## config.mk

```make
export PLATFORM = sky130hd
export DESIGN_NAME = axi4lite_cmd_master
export DESIGN_NICKNAME = d
export VERILOG_FILES = /design/src/rtl/axi4lite_cmd_master.sv
export SDC_FILE = /design/constraint.sdc
export NUM_CORES = 1
export LEC_CHECK = 0
export ABC_CLOCK_PERIOD_IN_PS = 3760
export CAP_MARGIN = 20
export CORE_ASPECT_RATIO = 0.75
export CORE_UTILIZATION = 41
export CTS_CLUSTER_DIAMETER = 80
export CTS_CLUSTER_SIZE = 12
export DETAILED_ROUTE_END_ITERATION = 8
export PLACE_DENSITY = 0.8
export SLEW_MARGIN = 20
export SYNTH_ARGS = -nofsm -noshare
export SYNTH_HDL_FRONTEND = slang
export SYNTH_SLANG_ARGS = --single-unit
export TNS_END_PERCENT = 5
```

## constraint.sdc

```tcl
create_clock -name M_AXI_ACLK -period 3.76 [get_ports M_AXI_ACLK]
set_input_delay 0.752 -clock M_AXI_ACLK [delete_from_list [all_inputs] [get_ports M_AXI_ACLK]]
set_output_delay 0.752 -clock M_AXI_ACLK [all_outputs]
set_load 0.1 [all_outputs]
```

## src/rtl/axi4lite_cmd_master.sv

```systemverilog
// Single-outstanding AXI4-Lite master: one command in, one AXI transaction out,
// one response back. Every AXI output comes straight from a flop.
module axi4lite_cmd_master #(
    parameter int C_M_AXI_ADDR_WIDTH = 6,
    parameter int C_M_AXI_DATA_WIDTH = 32,
    parameter int TIMEOUT_CYCLES     = 256
) (
    input  logic                          M_AXI_ACLK,
    input  logic                          M_AXI_ARESET,
    input  logic                          cmdValid,
    output logic                          cmdReady,
    input  logic                          cmdWrite,
    input  logic [C_M_AXI_ADDR_WIDTH-1:0] cmdAddr,
    input  logic [C_M_AXI_DATA_WIDTH-1:0] cmdWdata,
    output logic                          rspValid,
    input  logic                          rspReady,
    output logic [C_M_AXI_DATA_WIDTH-1:0] rspData,
    output logic [1:0]                    rspResp,
    output logic                          rspTimeout,
    output logic [C_M_AXI_ADDR_WIDTH-1:0] M_AXI_AWADDR,
    output logic                          M_AXI_AWVALID,
    input  logic                          M_AXI_AWREADY,
    output logic [C_M_AXI_DATA_WIDTH-1:0] M_AXI_WDATA,
    output logic [3:0]                    M_AXI_WSTRB,
    output logic                          M_AXI_WVALID,
    input  logic                          M_AXI_WREADY,
    input  logic [1:0]                    M_AXI_BRESP,
    input  logic                          M_AXI_BVALID,
    output logic                          M_AXI_BREADY,
    output logic [C_M_AXI_ADDR_WIDTH-1:0] M_AXI_ARADDR,
    output logic                          M_AXI_ARVALID,
    input  logic                          M_AXI_ARREADY,
    input  logic [C_M_AXI_DATA_WIDTH-1:0] M_AXI_RDATA,
    input  logic [1:0]                    M_AXI_RRESP,
    input  logic                          M_AXI_RVALID,
    output logic                          M_AXI_RREADY
);
    localparam int AW = C_M_AXI_ADDR_WIDTH;
    localparam int DW = C_M_AXI_DATA_WIDTH;
    localparam int TW = (TIMEOUT_CYCLES > 0) ? $clog2(TIMEOUT_CYCLES + 1) : 1;
    localparam logic [TW-1:0] TMO_LAST = (TIMEOUT_CYCLES > 0) ? TW'(TIMEOUT_CYCLES - 1) : '0;
    localparam logic [TW-1:0] TMO_MAX  = TW'(TIMEOUT_CYCLES);

    typedef enum logic [2:0] {IDLE, WR_REQ, WR_RESP, RD_REQ, RD_DATA, RSP} state_t;

    state_t          state, state_n;
    logic            cmd_ready_q, cmd_ready_n;
    logic [AW-1:0]   addr_q, addr_n;
    logic [DW-1:0]   wdata_q, wdata_n;
    logic            awvalid_q, awvalid_n, wvalid_q, wvalid_n, bready_q, bready_n;
    logic            arvalid_q, arvalid_n, rready_q, rready_n;
    logic [DW-1:0]   rsp_data_q, rsp_data_n;
    logic [1:0]      rsp_resp_q, rsp_resp_n;
    logic            rsp_tmo_q, rsp_tmo_n;
    logic [TW-1:0]   tmo_cnt, tmo_n;
    logic            busy, expire, do_tmo, aw_left, w_left;

    always_ff @(posedge M_AXI_ACLK or posedge M_AXI_ARESET) begin
        if (M_AXI_ARESET) begin
            state       <= IDLE;
            cmd_ready_q <= 1'b0;
            addr_q      <= '0;
            wdata_q     <= '0;
            awvalid_q   <= 1'b0;
            wvalid_q    <= 1'b0;
            bready_q    <= 1'b0;
            arvalid_q   <= 1'b0;
            rready_q    <= 1'b0;
            rsp_data_q  <= '0;
            rsp_resp_q  <= 2'b00;
            rsp_tmo_q   <= 1'b0;
            tmo_cnt     <= '0;
        end else begin
            state       <= state_n;
            cmd_ready_q <= cmd_ready_n;
            addr_q      <= addr_n;
            wdata_q     <= wdata_n;
            awvalid_q   <= awvalid_n;
            wvalid_q    <= wvalid_n;
            bready_q    <= bready_n;
            arvalid_q   <= arvalid_n;
            rready_q    <= rready_n;
            rsp_data_q  <= rsp_data_n;
            rsp_resp_q  <= rsp_resp_n;
            rsp_tmo_q   <= rsp_tmo_n;
            tmo_cnt     <= tmo_n;
        end
    end

    always_comb begin
        state_n    = state;
        addr_n     = addr_q;
        wdata_n    = wdata_q;
        awvalid_n  = awvalid_q;
        wvalid_n   = wvalid_q;
        bready_n   = bready_q;
        arvalid_n  = arvalid_q;
        rready_n   = rready_q;
        rsp_data_n = rsp_data_q;
        rsp_resp_n = rsp_resp_q;
        rsp_tmo_n  = rsp_tmo_q;
        tmo_n      = tmo_cnt;
        do_tmo     = 1'b0;
        aw_left    = awvalid_q && !M_AXI_AWREADY;
        w_left     = wvalid_q && !M_AXI_WREADY;
        busy       = (state == WR_REQ) || (state == WR_RESP) ||
                     (state == RD_REQ) || (state == RD_DATA);
        // Budget covers the whole transaction; saturate so it can never wrap.
        expire     = (TIMEOUT_CYCLES != 0) && (tmo_cnt >= TMO_LAST);
        if (busy && (TIMEOUT_CYCLES != 0) && (tmo_cnt < TMO_MAX))
            tmo_n = tmo_cnt + 1'b1;

        case (state)
            IDLE: begin
                if (cmdValid && cmd_ready_q) begin
                    addr_n    = cmdAddr & ~AW'(3);
                    wdata_n   = cmdWdata;
                    tmo_n     = '0;
                    rsp_tmo_n = 1'b0;
                    if (cmdWrite) begin
                        state_n   = WR_REQ;
                        awvalid_n = 1'b1;
                        wvalid_n  = 1'b1;
                    end else begin
                        state_n   = RD_REQ;
                        arvalid_n = 1'b1;
                    end
                end
            end
            WR_REQ: begin
                if (awvalid_q && M_AXI_AWREADY) awvalid_n = 1'b0;
                if (wvalid_q && M_AXI_WREADY)   wvalid_n  = 1'b0;
                if (!aw_left && !w_left) begin
                    state_n  = WR_RESP;
                    bready_n = 1'b1;
                end else if (expire) begin
                    do_tmo = 1'b1;
                end
            end
            WR_RESP: begin
                if (M_AXI_BVALID) begin
                    bready_n   = 1'b0;
                    rsp_data_n = '0;
                    rsp_resp_n = M_AXI_BRESP;
                    state_n    = RSP;
                end else if (expire) begin
                    do_tmo = 1'b1;
                end
            end
            RD_REQ: begin
                if (M_AXI_ARREADY) begin
                    arvalid_n = 1'b0;
                    rready_n  = 1'b1;
                    state_n   = RD_DATA;
                end else if (expire) begin
                    do_tmo = 1'b1;
                end
            end
            RD_DATA: begin
                if (M_AXI_RVALID) begin
                    rready_n   = 1'b0;
                    rsp_data_n = M_AXI_RDATA;
                    rsp_resp_n = M_AXI_RRESP;
                    state_n    = RSP;
                end else if (expire) begin
                    do_tmo = 1'b1;
                end
            end
            RSP: begin
                if (rspReady) state_n = IDLE;
            end
            default: state_n = IDLE;
        endcase

        // Hang recovery: withdraw everything and report a synthetic SLVERR.
        if (do_tmo) begin
            awvalid_n  = 1'b0;
            wvalid_n   = 1'b0;
            bready_n   = 1'b0;
            arvalid_n  = 1'b0;
            rready_n   = 1'b0;
            rsp_data_n = '0;
            rsp_resp_n = 2'b10;
            rsp_tmo_n  = 1'b1;
            state_n    = RSP;
        end
        cmd_ready_n = (state_n == IDLE);
    end

    assign cmdReady      = cmd_ready_q;
    assign rspValid      = (state == RSP);
    assign rspData       = rsp_data_q;
    assign rspResp       = rsp_resp_q;
    assign rspTimeout    = rsp_tmo_q;
    assign M_AXI_AWADDR  = addr_q;
    assign M_AXI_AWVALID = awvalid_q;
    assign M_AXI_WDATA   = wdata_q;
    assign M_AXI_WSTRB   = 4'hF;
    assign M_AXI_WVALID  = wvalid_q;
    assign M_AXI_BREADY  = bready_q;
    assign M_AXI_ARADDR  = addr_q;
    assign M_AXI_ARVALID = arvalid_q;
    assign M_AXI_RREADY  = rready_q;
endmodule

```

# Word-level counts from Yosys, hierarchy flattened
# Index checks and enable logic that the tools add are counted.
# totals
register_bits,89
latchBits,0
ram_bits,0
rom_bits,0
in_bits,84
output_inout_bits,90
wordCells,111
memories,0
# classes
add_sub_neg,1
multipliers,0
div_mod_pow,0
n_lt_le_gt_ge,2
eq_ne,14
shift,0
muxes,50
bitwise_logic,0
n_reduce_logical,31
# op_table
op,n
2-to-1 mux 32 bit,3
case mux 32 bit (2 select lines),1
2-to-1 mux 9 bit,3
2-to-1 mux 1 bit,24
2-to-1 mux 3 bit,7
inequality test 3 bit (second input constant),6
case mux 3 bit (6 select lines),1
nonzero test 3 bit,5
AND reduction 4 bit,3
case mux 1 bit (2 select lines),5
adder 9 x 1 -> 9 bit (second input constant),1
>= comparator 9 x 8 -> 1 bit (second input constant),1
< comparator 9 bit (second input constant),1
inequality test 3 x 2 -> 1 bit (second input constant),3
AND reduction 3 bit,3
2-to-1 mux 2 bit,4
logical AND 1 bit,7
== test 3 x 2 -> 1 bit (second input constant),2
== test 3 bit (second input constant),2
zero test 3 bit,2
zero test 1 bit,4
case mux 1 bit (4 select lines),1
case mux 2 bit (2 select lines),1
AND reduction 2 bit,2
other kinds (3),6

# Logic depth before layout (Yosys ltp)
# depth
ltp_word,8
mapped_depth,9
ltp_nobuf,8

# Least setup slack after synthesis
# No wires, ideal clock.
# synth_path
path_type,reg2out
startpoint,register addr_q[2] (netlist: M_AXI_ARADDR[2])
endpoint,output M_AXI_AWADDR[2]
arrival_ns,1.340
required_ns,3.008
path_slack_ns,1.668
path_stages_with_launch,2
path_buffers,1
path_cell_list,dfrtp_1 -> buf_4
# synth_lines
element,line_no,text
from (decl),48,"logic [AW-1:0] addr_q, addr_n;"
from (signal assigned),76,addr_q <= addr_n;
to (decl),20,"output logic [C_M_AXI_ADDR_WIDTH-1:0] M_AXI_AWADDR,"
# No word-level cell between the ends.

# Worst setup path in the final report
# layout_path
startpoint,register addr_q[2] (netlist: M_AXI_ARADDR[2])
endpoint,output M_AXI_AWADDR[2]
# No word-level cell between the ends.

==> flow_summary.ini <==
[worst_setup_path]
crit_chain = clkdlybuf4s50_1
critPathKind = reg -> out
cp_top_family = buffers and inverters
critPathMaxStageDelay_ns = 1.16
cp_max_fo = 3
crit_arrival_ns = 1.93
path_buf_inv = 1
critPathRequiredTime_ns = 3.01
cp-end-kind = output pin
start_kind = flip-flop
slowest_stage = clkdlybuf4s50_1

[global_route]
grt_pass1_wl_mm = 15.8
grt_util_met1_pct = 27.3
grt_max_degree = 90
grt_use_met2_pct = 34.1
grtUsageMet3_pct = 7.64
grt-ovfl-total = 0
grt_pass1_vias = 3156
antenna_found_initial = 0
grt_most_used_layer = met2
track_usage_pct = 21.1

[layout]
final_common_cell = clkdlybuf4s50_1
final_nets = 612
area_growth_pct = 53.4
diodes = 0
drive_gt1_share_pct = 5.84
final_cell_mix = clkdlybuf4s50_1, nand2_1, dfrtp_1

[synthesis]
synth_area_um2 = 3770
yosysSeqAreaShare_pct = 59.0
muxShareOfSynthArea_pct = 1.36
syn_avg_cell_area_um2 = 10.1
synth_top_family_by_area = simple AND/OR/NAND/NOR gates
synthDistinctLibCells = 43
ys_ff_latch = 89
yosysWarnings = 0
synth_edf_count = 0
synth-compound-area-share_pct = 13.2
synth_fa_ha_area_share_pct = 0.663
synthSimpleGateAreaFrac_pct = 19.4
async_flop_share_pct = 100
synth_ff_type = dfrtp_1
syn_inst = 372
synth_xor_area_share_pct = 0.696

[clock_tree]
postCtsHoldBufs = 0
cts_max_level = 3
numCtsBuffers = 9
ctsLongestPathBuffers = 2
insertion_delay_ns = 0.34
post_cts_buffers = 0
root_buffer = clkbuf_16
cts_tree = built
cts_num_sinks = 89
cts_resized = 0
clk_pin_slew_ns = 0.06

[routing]
via_per_inst = 5.01
routedWlPerCell_um = 15.3
ant_nets = 0
drt_iter0_drc = 169
first_pass_iters = 4
post-route-drc-count = 0
finalWirelength_mm = 9.77
vias = 3203

[sta]
rsz0062_at_grt = false
fin_crit_ns = 2.68
fin_setup_tns_ns = 0
finalSetupViolCount = 0
tightestPinTransition_ns = 1.01
max_freq_mhz = 374
slew_viol_final = 0
fin_worst_skew_ns = 0.00496
max_slew_margin_pct = 32.4
min_period_over_period_pct = 71.2
hold_viol_final = 0

[flow_run]
maxCapViolations = 0

[floorplan]
core_area_um2 = 8710
die_w_um = 113
ioPinCount = 174
start_util_pct = 43.3
rows = 29
die_y_um = 85.1
dieArea_um2 = 9600

[placed_design]
hpwl_mm = 6.64
gp_congestion = 0.765
portBuffers = 163

[worst_hold_path]
hp-class = reg -> reg

[run_status]
status = finished clean
==> per-stage QoR <==
stage	std cells	utilization, %	worst slack, ns	instance area [um^2]	hold WS [ns]
after floorplan	378	-	0.701	3800	0.446
after global placement	623	62.7	1.21	5460	0.458
after detailed placement	623	62.7	1.15	5460	0.465
after CTS	639	66.5	1.07	5790	0.479
after global routing	639	66.5	1.04	5790	0.496
final	639	66.5	1.08	5790	0.475
==> cell usage after synthesis, types with 2 or more instances <==
cell      number  share of area, %
o21a_1         2              0.40
ha_1           2              0.66
nand2_1      122                12
o21ai_0        6              0.80
o22ai_1        2              0.33
nor2b_1        3              0.50
or3_1          2              0.33
nor2_1        12               1.2
a21oi_1        9               1.2
nand4_1        3              0.50
o21bai_1       2              0.40
buf_2         11               1.5
nor4_1         2              0.33
clkbuf_1       7              0.70
xnor2_1        3              0.70
nand2b_1       5              0.83
nor3_1         4              0.53
and2_1         3              0.50
dfrtp_1       89                59
nand3_1        5              0.66
or3b_2         3              0.70
conb_1         2              0.20
buf_4         12               2.4
mux2i_1        4               1.1
a211oi_1       2              0.40
a22o_1        32               7.4
inv_1          7              0.70
==> per-layer routing <==
metal	share of wire [%]	vias up
li1	-	1544
met2	47	106
met3	7.0	12
met4	0.97	0
met1	45	1541
met5	0	-
==> cell families (layout without fill, tap and decap cells) <==
group / after synthesis / count (layout)
flops: 89 / 89
xor+xnor: 3 / 3
simple gates: 169 / 169
mux: 5 / 5
fa+ha+maj: 2 / 2
other cells: 2 / 8
buf+inv: 38 / 191
compound gates: 64 / 64
==> final cells by class <==
class | count | area (um^2)
Fill cell | 686 | 2920
Timing Repair Buffer | 168 | 1680
Sequential cell | 89 | 2230
Inverter | 7 | 27.5
Clock inverter | 6 | 90.1
Tap cell | 108 | 135
Multi-Input combinational cell | 251 | 1390
Clock buffer | 10 | 239
==> registers in the layout, summed over array words and instances (netlist names) <==
signal,count
M_AXI_ARADDR,4
M_AXI_ARVALID,1
M_AXI_AWVALID,1
M_AXI_BREADY,1
M_AXI_RREADY,1
M_AXI_WDATA,32
M_AXI_WVALID,1
cmdReady,1
rspData,32
rspResp,2
rspTimeout,1
state,3
tmo_cnt,9
==> worst paths after layout <==
path,startpoint,endpoint,slack [ns],depth (start not counted)
max reg2reg,tmo_cnt[0],state[0],1.38,8
min,M_AXI_WDATA[15],M_AXI_WDATA[15],0.47,2
max in group asynchronous,M_AXI_ARESET,M_AXI_WDATA[21],2.57,3
min reg2reg,M_AXI_WDATA[15],M_AXI_WDATA[15],0.47,2
min in group asynchronous,M_AXI_ARESET,rspData[1],0.84,3
max,M_AXI_ARADDR[2],M_AXI_AWADDR[2],1.08,1
Power is left out: the tool's default activity adds up to more than one toggle a clock period on the data nets, which glitch-free logic cannot reach.
